$ cat config.mk
export PLATFORM = sky130hd
export DESIGN_NAME = alu_rst_ctrl
export DESIGN_NICKNAME = d
export VERILOG_FILES = /design/src/rtl/alu_rst_pkg.sv /design/src/rtl/alu_rst_ctrl_rr_arbiter.sv /design/src/rtl/alu_rst_ctrl.sv
export SDC_FILE = /design/constraint.sdc
export NUM_CORES = 1
export LEC_CHECK = 0
export ABC_AREA = 1
export CAP_MARGIN = 20
export CORE_MARGIN = 5
export CORE_UTILIZATION = 43
export CTS_CLUSTER_DIAMETER = 120
export CTS_CLUSTER_SIZE = 28
export DETAILED_ROUTE_END_ITERATION = 10
export DONT_BUFFER_PORTS = 1
export SLEW_MARGIN = 20
export SYNTH_ARGS = -nofsm -noshare
export SYNTH_HDL_FRONTEND = slang
export SYNTH_SLANG_ARGS = --single-unit
export TNS_END_PERCENT = 100
$ cat constraint.sdc
create_clock -name clk -period 5.4 [get_ports clk]
set_clock_uncertainty 0.2 [all_clocks]
set_input_delay 1.08 -clock clk [delete_from_list [all_inputs] [get_ports clk]]
set_output_delay 1.08 -clock clk [all_outputs]
set_load 0.01 [all_outputs]
$ cat src/rtl/alu_rst_pkg.sv
// Shared types and defaults for the ALU reset controller.
package alu_rst_pkg;

    localparam int DEF_N_REQ      = 2;
    localparam int DEF_DUR_W      = 8;
    localparam int DEF_POR_CYCLES = 4;
    localparam int DEF_HOLDOFF    = 2;
    localparam int DEF_CNT_W      = 16;

    // Controller phases: power-on hold, waiting for a request,
    // driving a granted reset, and the quiet window after a reset.
    typedef enum logic [1:0] {
        ST_POR     = 2'd0,
        ST_IDLE    = 2'd1,
        ST_ASSERT  = 2'd2,
        ST_HOLDOFF = 2'd3
    } state_e;

    // A requested duration of zero still produces one low cycle.
    function automatic int unsigned clamp_dur(input int unsigned dur);
        return (dur == 0) ? 32'd1 : dur;
    endfunction

endpackage

$ cat src/rtl/alu_rst_ctrl_rr_arbiter.sv
// Combinational round-robin pick: first set request at or above the
// pointer, wrapping around. The pointer register lives in the parent.
module rr_arbiter #(
    parameter int N_REQ = 2,
    parameter int PTR_W = 1
) (
    input  logic [N_REQ-1:0] req_i,
    input  logic [PTR_W-1:0] ptr_i,
    output logic [N_REQ-1:0] grant_o,
    output logic             valid_o
);

    // Walk priority offsets from the pointer; the first requester hit wins.
    always_comb begin
        grant_o = '0;
        valid_o = 1'b0;
        for (int k = 0; k < N_REQ; k++) begin
            for (int i = 0; i < N_REQ; i++) begin
                if (!valid_o && req_i[i] && (i == ((int'(ptr_i) + k) % N_REQ))) begin
                    grant_o[i] = 1'b1;
                    valid_o    = 1'b1;
                end
            end
        end
    end

endmodule

$ cat src/rtl/alu_rst_ctrl.sv
// Reset controller for the ALU datapath: power-on reset, round-robin
// granting of timed reset requests, post-reset holdoff, issued-reset count.
//
// Request handshake: a requester raises req[i] with req_dur[i] valid and
// holds both until it sees its one-cycle gnt[i] pulse; the duration is
// captured on the grant edge only. Dropping req before the grant withdraws
// the request. Requests are only arbitrated in IDLE.
module alu_rst_ctrl
    import alu_rst_pkg::*;
#(
    parameter int N_REQ      = DEF_N_REQ,
    parameter int DUR_W      = DEF_DUR_W,
    parameter int POR_CYCLES = DEF_POR_CYCLES,
    parameter int HOLDOFF    = DEF_HOLDOFF,
    parameter int CNT_W      = DEF_CNT_W
) (
    input  logic                   clk,
    input  logic                   rst,
    input  logic [N_REQ-1:0]       req,
    input  logic [N_REQ*DUR_W-1:0] req_dur,
    output logic [N_REQ-1:0]       gnt,
    output logic                   alu_rst_n,
    output logic                   busy,
    output logic                   done,
    output logic [CNT_W-1:0]       reset_count,
    output state_e                 dbg_state_o
);

    localparam int PTR_W = (N_REQ > 1) ? $clog2(N_REQ) : 1;
    localparam int CW_P  = $clog2(POR_CYCLES + 1);
    localparam int CW_H  = $clog2(HOLDOFF + 1);
    localparam int CW_PH = (CW_P > CW_H) ? CW_P : CW_H;
    // One down-counter serves POR, ASSERT and HOLDOFF phases.
    localparam int CW    = (DUR_W > CW_PH) ? DUR_W : CW_PH;

    state_e               state_q, state_d;
    logic [CW-1:0]        cnt_q, cnt_d;
    logic [PTR_W-1:0]     ptr_q, ptr_d;
    logic [N_REQ-1:0]     gnt_q, gnt_d;
    logic                 done_q, done_d;
    logic                 alu_rst_n_q, alu_rst_n_d;
    logic [CNT_W-1:0]     count_q, count_d;

    logic [N_REQ-1:0]     arb_grant;
    logic                 arb_valid;
    logic [PTR_W-1:0]     win_idx;
    logic [DUR_W-1:0]     win_dur;
    logic [PTR_W-1:0]     ptr_next;

    rr_arbiter #(
        .N_REQ (N_REQ),
        .PTR_W (PTR_W)
    ) u_arb (
        .req_i   (req),
        .ptr_i   (ptr_q),
        .grant_o (arb_grant),
        .valid_o (arb_valid)
    );

    // Decode the winner's index and requested duration from the one-hot grant.
    always_comb begin
        win_idx = '0;
        win_dur = '0;
        for (int i = 0; i < N_REQ; i++) begin
            if (arb_grant[i]) begin
                win_idx = PTR_W'(i);
                win_dur = req_dur[i*DUR_W +: DUR_W];
            end
        end
        ptr_next = (win_idx == PTR_W'(N_REQ - 1)) ? '0 : win_idx + PTR_W'(1);
    end

    // Next-state logic for the phase sequencer, grant/done pulses and count.
    always_comb begin
        state_d = state_q;
        cnt_d   = cnt_q;
        ptr_d   = ptr_q;
        gnt_d   = '0;
        done_d  = 1'b0;
        count_d = count_q;
        case (state_q)
            ST_POR: begin
                if (cnt_q <= CW'(1)) begin
                    state_d = (HOLDOFF == 0) ? ST_IDLE : ST_HOLDOFF;
                    cnt_d   = CW'(HOLDOFF);
                end else begin
                    cnt_d = cnt_q - CW'(1);
                end
            end
            ST_IDLE: begin
                if (arb_valid) begin
                    state_d = ST_ASSERT;
                    gnt_d   = arb_grant;
                    cnt_d   = CW'(clamp_dur(32'(win_dur)));
                    ptr_d   = ptr_next;
                    count_d = (count_q == '1) ? count_q : count_q + CNT_W'(1);
                end
            end
            ST_ASSERT: begin
                if (cnt_q <= CW'(1)) begin
                    state_d = (HOLDOFF == 0) ? ST_IDLE : ST_HOLDOFF;
                    cnt_d   = CW'(HOLDOFF);
                    done_d  = 1'b1;
                end else begin
                    cnt_d = cnt_q - CW'(1);
                end
            end
            ST_HOLDOFF: begin
                if (cnt_q <= CW'(1)) begin
                    state_d = ST_IDLE;
                end else begin
                    cnt_d = cnt_q - CW'(1);
                end
            end
            default: begin
                state_d = ST_POR;
                cnt_d   = CW'(POR_CYCLES);
            end
        endcase
        // The ALU reset is low exactly while the next phase is POR or ASSERT.
        alu_rst_n_d = !((state_d == ST_POR) || (state_d == ST_ASSERT));
    end

    // State registers; controller reset forces the power-on values at once.
    always_ff @(posedge clk or posedge rst) begin
        if (rst) begin
            state_q     <= ST_POR;
            cnt_q       <= CW'(POR_CYCLES);
            ptr_q       <= '0;
            gnt_q       <= '0;
            done_q      <= 1'b0;
            alu_rst_n_q <= 1'b0;
            count_q     <= '0;
        end else begin
            state_q     <= state_d;
            cnt_q       <= cnt_d;
            ptr_q       <= ptr_d;
            gnt_q       <= gnt_d;
            done_q      <= done_d;
            alu_rst_n_q <= alu_rst_n_d;
            count_q     <= count_d;
        end
    end

    assign gnt         = gnt_q;
    assign done        = done_q;
    assign alu_rst_n   = alu_rst_n_q;
    assign busy        = (state_q != ST_IDLE);
    assign reset_count = count_q;
    assign dbg_state_o = state_q;

endmodule
==> results of run 1 <==
==> metal layers <==
layer / wire, um / track usage / up-vias
li1: - / - / 744
met5: 0 / 0 / -
met2: 1750 / 0.228 / 33
met1: 1820 / 0.219 / 654
met4: 53 / 0.0534 / 0
met3: 312 / 0.0734 / 5
==> sequential cells by signal, summed over array words and instances, names as in the netlist <==
name         flops
done             1
dbg_state_o      2
reset_count     16
ptr_q            1
cnt_q            8
gnt              2
alu_rst_n        1
==> worst paths after layout <==
| kind | slack, ns | from | endpoint |
|---|---|---|---|
| setup / recovery | 2.97 | dbg_state_o[1]$_DFF_PP0_ | busy |
| hold / removal | 0.35 | cnt_q[7]$_DFFE_PP0P_ | cnt_q[7]$_DFFE_PP0P_ |
| setup reg to reg | 3.15 | reset_count[0]$_DFFE_PP0P_ | reset_count[7]$_DFFE_PP0P_ |
| hold reg to reg | 0.35 | cnt_q[7]$_DFFE_PP0P_ | cnt_q[7]$_DFFE_PP0P_ |
| max in group asynchronous | 4.12 | rst | cnt_q[2]$_DFFE_PP1P_ |
| min in group asynchronous | 0.56 | rst | reset_count[9]$_DFFE_PP0P_ |
==> area by class of cell <==
cell class	instances	area, um2	area share
inverter	24	92.6	0.0481
clock buffer	5	68.8	0.0357
timing repair buffer	1	7.51	0.00390
sequential	31	777	0.403
clock inverter	3	20.0	0.0104
multi-input combinational	169	898	0.466
tap	50	62.6	0.0325
==> cell usage after synthesis <==
library cell   n
a21oi_1        7
a21oi_2        1
a22oi_1        1
a31oi_1        5
buf_2          2
buf_4          1
buf_6          1
dfrtp_1       30
dfstp_2        1
ha_1           3
inv_1         21
inv_2          2
inv_4          1
nand2_1       52
nand2_2        3
nand2_4        1
nand3_1       27
nor2_1        29
nor2_2         1
nor2_4         2
nor2_8         1
nor3_1         6
nor3_2         3
nor3b_1        1
o211ai_1       1
o21ai_0        8
o21ai_1        1
o21ai_2        1
xnor2_1        4
xor2_1        11
==> kinds of logic after synthesis <==
logic type	after synthesis
and+or+nand+nor	126
buffers and inverters	28
AOI/OAI and AO/OA	25
adders and majority gates	3
DFF	31
xor gates and xnor gates	15
==> worst max-delay path, stage by stage, from the launching register on <==
cell	delay, ns
dfrtp_1	0.49
nor2_4	0.27
inv_4	0.10
==> where the power goes <==
| part | internal [mW] | leakage (nW) | switching [mW] |
|---|---|---|---|
| Combinational | 0.0516 | 0.546 | 0.0881 |
| Sequential | 0.270 | 0.373 | 0.0356 |
| Clock | 0.0896 | 0.0402 | 0.0951 |
| Total | 0.411 | 0.959 | 0.219 |
==> results by stage, run 1 <==
STA:
- Setup repair after global routing left no endpoint under its margin.
- The minimum clock period is 2.43 ns.
- The setup TNS is 0 ns.
- The number of hold violations in the final report is 0.
- The worst setup slack after layout is about 3.0 ns.
- Static timing analysis puts the maximum clock frequency at 0.412 GHz.
- The post-route clock period utilization is 0.450.
- The final count of negative-setup-slack endpoints is 0.
- The slew at the pin closest to its max-slew limit is 0.460 ns.
- Hold is met by around 0.35 ns.
- The total count of max-transition violations in the final report is 0.
- In this run the tightest slew margin relative to its limit is 0.692.

Clocking:
- After clock tree synthesis, the flow added hold-fix buffers numbering 0.
- The H-tree was split into 2 levels.
- The longest clock path from root to sink contains 2 buffers.
- The CTS tree is yes.
- At the later pin of the worst-skew pair, clock insertion delay measures about 0.29 ns.
- The quantity of gates resized following cts is 0.
- The total CTS buffers is 5.
- Clock-pin slew was measured on the worst setup and hold paths at 0.07 ns.
- The master cell of the clock root buffer is clkbuf_8.
- For this design, the sink count on the clock tree is 31.
- The buffers inserted during post-CTS setup optimization is 0.

Yosys:
- Of the total synthesized cell area, the portion taken by AND, OR, NAND and NOR gates is 0.326.
- The number of different library cells in the post-synthesis netlist is 30.
- The number of cells produced by synthesis is approximately 230.
- Of the total synthesized cell area, the portion taken by XOR and XNOR cells is 0.0731.
- The number of flip-flops and latches in the synthesized netlist is 31.
- The mux cell area share after synthesis is 0.
- During synthesis, Yosys emitted a total of 0 warnings.
- By area the synthesized netlist is led by dfrtp_1, nand2_1, nand3_1.
- Of the total synthesized cell area, the portion taken by full adders, half adders and majority gates is 0.0209.
- The synthesized net count is ~250.
- Averaged over all synthesized cells, the footprint is between 7 and 8 um2.
- The area fraction of the dominant cell type after synthesis is 0.418.
- The synthesized netlist occupies a cell area of 1800 um2.
- The cell type with the highest aggregate area in the netlist is dfrtp_1.
- By area, the combinational part of the netlist is dominated by simple AND/OR/NAND/NOR gates.
- The proportion of synthesized chip area in sequential cells is 0.432.
- The synthesized-area fraction occupied by ao, oa, aoi and oai cells is 0.0801.

Layout:
- The final design instance area without fill is roughly 1900 um2.
- The final layout contains ~260 nets.
- The repair_antennas step left the layout with diodes totalling 0.
- The count of cells in the finished layout, fillers not included, comes to about 280.
- In the layout the commonest cells are nand2_1, dfrtp_1, nor2_1.
- For this run, the share of the core covered by cells in the final layout is 0.478.
- The count of filler cells inserted in the layout is ~410.
- The most common cell after layout, fill and taps aside is nand2_1.
- Of the cells placed in the final design, the portion with a size suffix greater than 1 is 0.112.
- Relative to the synthesized area, the layout overhead comes to 7.24%.

Power and ir drop:
- The final total power is 0.630 mW.
- Across the VDD grid, the largest voltage drop is roughly 0.18 mV.
- The leakage power is between 0.9 and 1 nW.
- The ratio of total power to cell area is approximately 330 nW/um2.

GRT:
- The first global-routing pass estimated approximately 6700 um of wire.
- The initial antenna violation count is 0.
- The total track usage is 0.161.
- The via count of the first global-routing pass is ~1400.
- The total grt overflow is 0.
- The pin count of the biggest net entering global routing is 32.

Die:
- The placement row count is 23.
- For this configuration, the core starts out at a cell density of 0.446.
- The floorplan step defined a core boundary enclosing roughly 4000 um2.
- Measured along the y axis, the die boundary spans between 70 and 80 um.
- The floorplan die width is between 70 and 80 um.
- In this run the count of I/O pins placed on the die edge is 43.
- The total die area is 5570 um2.

Min path:
- The type of the tightest min-delay check is flop to flop.
- The hold path depth is 2.

Drt:
- The final route contains between 1000 and 1500 vias.
- After the first detailed-routing iteration, the DRC count stood at slightly below 70.
- The number of nets still failing antenna checks after routing is 0.
- In the routed design, unresolved DRC markers number 0.
- In the final routed layout, each cell accounts on average for ~14 um.
- After detailed routing, the total wire length is 3940 um.
- Dividing the detail-routed via count by the number of cells gives between 5 and 6.
- Before antenna repair, the detailed router went through 4 iterations.

Worst setup path:
- Data on the critical path is required at its endpoint by just over 4 ns.
- The type of element launching the critical path is a flop.
- The depth of the worst register-to-register path is 9.
- STA classifies the critical path endpoint as a primary output.
- The critical path arrival is 1.15 ns.
- The critical path is of the flop to primary output type.
- The maximum fanout along the worst path is 9.

Place:
- The area of placed instances is between 1500 and 2000 um2.
- The quantity of I/O buffers inserted on ports is 0.
- Prior to clock tree synthesis, the placed netlist has a worst setup slack of about 2.9 ns.
- The sum of net half-perimeters after detailed placement is approximately 2900 um.
- The congestion estimate from routability-driven global placement came to 0.804.
- The number of cells after detailed placement is ~280.

Run status:
- The run finished with clean final reports.

Flow run:
- Across the run, the number of max-cap violations was 0.
Power figures use the tool's default switching activity.
==> inputs of run 2 (changes only) <==
==> constraint.sdc (replaced) <==
create_clock -name clk -period 2 [get_ports clk]
set_clock_uncertainty 0.2 [all_clocks]
set_input_delay 0.4 -clock clk [delete_from_list [all_inputs] [get_ports clk]]
set_output_delay 0.4 -clock clk [all_outputs]
set_load 0.01 [all_outputs]
==> run 2 against run 1 <==
- register-to-register slack got worse by 2.9 ns
- critical path depth is 10 higher
- sequential cell count unchanged
- total power grew to 3.2 times the previous value
- largest power group unchanged
- highest routed layer unchanged
==> results by stage, run 2 (same netlist as run 1, synthesis figures left out) <==
Worst setup path:
- The critical path arrival was 1.76 ns (was 1.15 ns).
- The critical setup path kind was flop to flop (was flop to primary output).
- The source of the worst register-to-register timing path is cnt_q[0]$_DFFE_PP0P_ (was reset_count[0]$_DFFE_PP0P_).
- The depth of the worst register-to-register path is 12 (was 9).
- The destination of the critical timing path is cnt_q[7]$_DFFE_PP0P_ (was busy).
- The slack of the worst reg-to-reg path came to 0.22 ns (was 3.15 ns).
- The data required time of the critical path is 1.98 ns (was 4.12 ns).
- The maximum fanout along the worst path is 7 (was 9).
- The capture point of the worst reg-to-reg path is cnt_q[7]$_DFFE_PP0P_ (was reset_count[7]$_DFFE_PP0P_).
- The critical path startpoint is cnt_q[0]$_DFFE_PP0P_ (was dbg_state_o[1]$_DFF_PP0_).
- The category of the worst setup path capture point is a flop (was primary output).
- The type of element launching the critical path was a flop (unchanged).

Drt:
- The number of nets still failing antenna checks after routing came to 0 (unchanged).
- The number of optimization iterations in the first detailed-route pass is 4 (unchanged).
- The average detailed-routed wire length per instance is 13.6 um (was 13.9 um).
- The via count is 1523 (was 1436).
- The number of DRC violations after detailed routing is 0 (unchanged).
- The total length of routed wires is 4050 um (was 3940 um).
- The iteration-0 DRC count of the detailed router came to 102 (was 68).
- The detail-routed via count per cell is 5.11 (was 5.07).

STA:
- The total count of max-transition violations in the final report is 0 (unchanged).
- The tightest slew margin relative to the limit came to 0.732 (was 0.692).
- The minimum clock period is 1.78 ns.
- The final count of negative-setup-slack endpoints came to 0 (unchanged).
- The achievable clock frequency is 0.561 GHz.
- The post-route clock period utilization is 0.891.
- The worst hold slack is 0.0369 ns (was 0.349 ns).
- The setup TNS is 0 ns (unchanged).
- The slew at the pin closest to its max-slew limit is 0.402 ns (was 0.460 ns).
- The number of hold violations in the final report is 0 (unchanged).
- Setup repair after global routing missed its margin: no (unchanged).

Place:
- The global placement routability congestion came to 0.817 (was 0.804).
- The quantity of I/O buffers inserted on ports is 0 (unchanged).
- The number of cells after detailed placement came to 289 (was 275).
- The sum of net half-perimeters after detailed placement was 3020 um (was 2870 um).

GRT:
- The pin count of the biggest net entering global routing is 32 (unchanged).
- The wire length of the first global-routing pass is 6910 um (was 6710 um).
- The total track usage is 0.166 (was 0.161).
- The total grt overflow came to 0 (unchanged).
- The via count of the first global-routing pass was 1425 (was 1392).
- The initial antenna violation count is 0 (unchanged).

Layout:
- Commonest non-fill, non-tap cells in the layout: nand2_1, dfrtp_1, nor2_1 (unchanged).
- The antenna diode count was 0 (unchanged).
- The count of filler cells inserted in the layout was 408 (was 413).
- The register area came to 777 um2 (unchanged).
- The most common cell after layout, fill and taps aside was nand2_1 (unchanged).
- The proportion of layout cells with a drive suffix above 1 is 0.169 (was 0.112).
- The multi-input logic area is 906 um2 (was 898 um2).
- The number of nets in the layout was 270 (was 255).
- The area growth from synthesis to layout is 17.2% (was 7.24%).
- The final instance count without filler cells is 298 (was 283).
- The flip-flop count of the largest register after layout is 16 (unchanged).

Power and ir drop:
- The worst supply voltage drop on vdd came to 0.428 mV (was 0.182 mV).
- The switching share of total power is 0.296 (was 0.348).
- The relative contribution of sequential cells to total power is 0.407 (was 0.485).
- The ratio of total power to cell area was 945 nW/um2 (was 327 nW/um2).
- The cell-internal power is 1.40 mW (was 0.411 mW).
- The net switching power was 0.588 mW (was 0.219 mW).
- The leakage power is 1.06 nW (was 0.959 nW).
- The combinational group share of total power is 0.221 (was 0.222).
- The portion of total power attributed to the clock network is 0.372 (was 0.293).

Clocking:
- The buffers inserted during post-CTS setup optimization is 0 (unchanged).
- The later-pin clock latency in the skew report is 0.29 ns (about the same).
- The largest buffer count on any clock path is 2 (unchanged).
- The master cell of the clock root buffer was clkbuf_8 (unchanged).
- The clock-pin slew on the worst setup and hold paths was 0.07 ns (about the same).
- The H-tree depth is 2 (unchanged).
- The number of sinks handled by clock tree synthesis is 31 (unchanged).
- The CTS tree was yes (unchanged).
- The total CTS buffers came to 5 (unchanged).

Die:
- The total die area is 5570 um2 (unchanged).
- The number of top-level design ports is 43 (unchanged).
- The floorplan die width is 74.6 um (unchanged).
- The floorplan die height came to 74.6 um (unchanged).
- The area of the core region is 4030 um2 (unchanged).
- The effective utilization at floorplan is 0.446 (unchanged).
- The placement row count came to 23 (unchanged).

Run status:
- Status: finished clean (unchanged).

Min path:
- The hold path depth is 2 (unchanged).
- The type of the tightest min-delay check was input pin to flop (was flop to flop).

Flow run:
- The total of max-cap violations is 0 (unchanged).
-- run 2: worst min path at each step --
stage                          from  slack [ns]              endpoint
2_1_floorplan  cnt_q[7]$_DFFE_PP0P_        0.29  cnt_q[7]$_DFFE_PP0P_
3_3_place_gp                    rst        0.20  cnt_q[7]$_DFFE_PP0P_
3_5_place_dp                    rst        0.20  cnt_q[7]$_DFFE_PP0P_
4_1_cts                      req[0]        0.03      gnt[0]$_DFF_PP0_
5_1_grt                      req[0]        0.04      gnt[0]$_DFF_PP0_
6_report                     req[0]        0.04      gnt[0]$_DFF_PP0_
-- run 2: area by class of cell --
| type | count | area share |
|---|---|---|
| inverter | 24 | 0.0440 |
| multi-input combinational | 169 | 0.430 |
| tap | 50 | 0.0297 |
| sequential | 31 | 0.369 |
| clock inverter | 2 | 0.0285 |
| timing repair buffer | 16 | 0.0642 |
| clock buffer | 6 | 0.0345 |
-- run 2: critical path, stage by stage (launching register included) --
cell	delay, ns
dfrtp_1	0.41
inv_2	0.09
ha_1	0.16
nor2_1	0.05
nor2_1	0.13
nand3_2	0.11
nor2_2	0.12
nor2_1	0.05
buf_4	0.15
nand2_1	0.05
o21ai_0	0.06
nand2_1	0.06
nand2_1	0.04
-- run 2: what timing repair did --
action                                 in CTS  in global routing
setup endpoints to repair                   0                  5
resized for setup                           0                  3
endpoints found under the hold margin      30                  0
hold buffers                                1                  0
-- run 2: power by group through the flow --
stage                     Combinational (mW)  Sequential (mW)  Clock [mW]
after detailed placement               0.433            0.820           0
final                                  0.440            0.809       0.740
after floorplan                        0.325            0.812           0
after CTS                              0.438            0.808       0.759
after global routing                   0.506            0.825       0.792
after global placement                 0.432            0.819           0
-- run 2: stage by stage --
step | instance area, um2 | util | total power, mW | setup WS (ns)
floorplan | 1800 | - | 1.14 | 0.176
finish | 2110 | 0.523 | 1.99 | 0.218
global placement | 1960 | 0.485 | 1.25 | 0.208
CTS | 2100 | 0.521 | 2.00 | 0.155
global route | 2110 | 0.523 | 2.12 | 0.0133
detailed placement | 1960 | 0.485 | 1.25 | 0.162
-- run 2: per-layer routing --
metal	GRT usage	wire length, um	vias up	share of wire
met5	0	0	-	0
met4	0.0771	75	0	0.019
met3	0.0534	279	7	0.069
met2	0.229	1830	45	0.45
met1	0.235	1870	693	0.46
li1	-	-	778	-
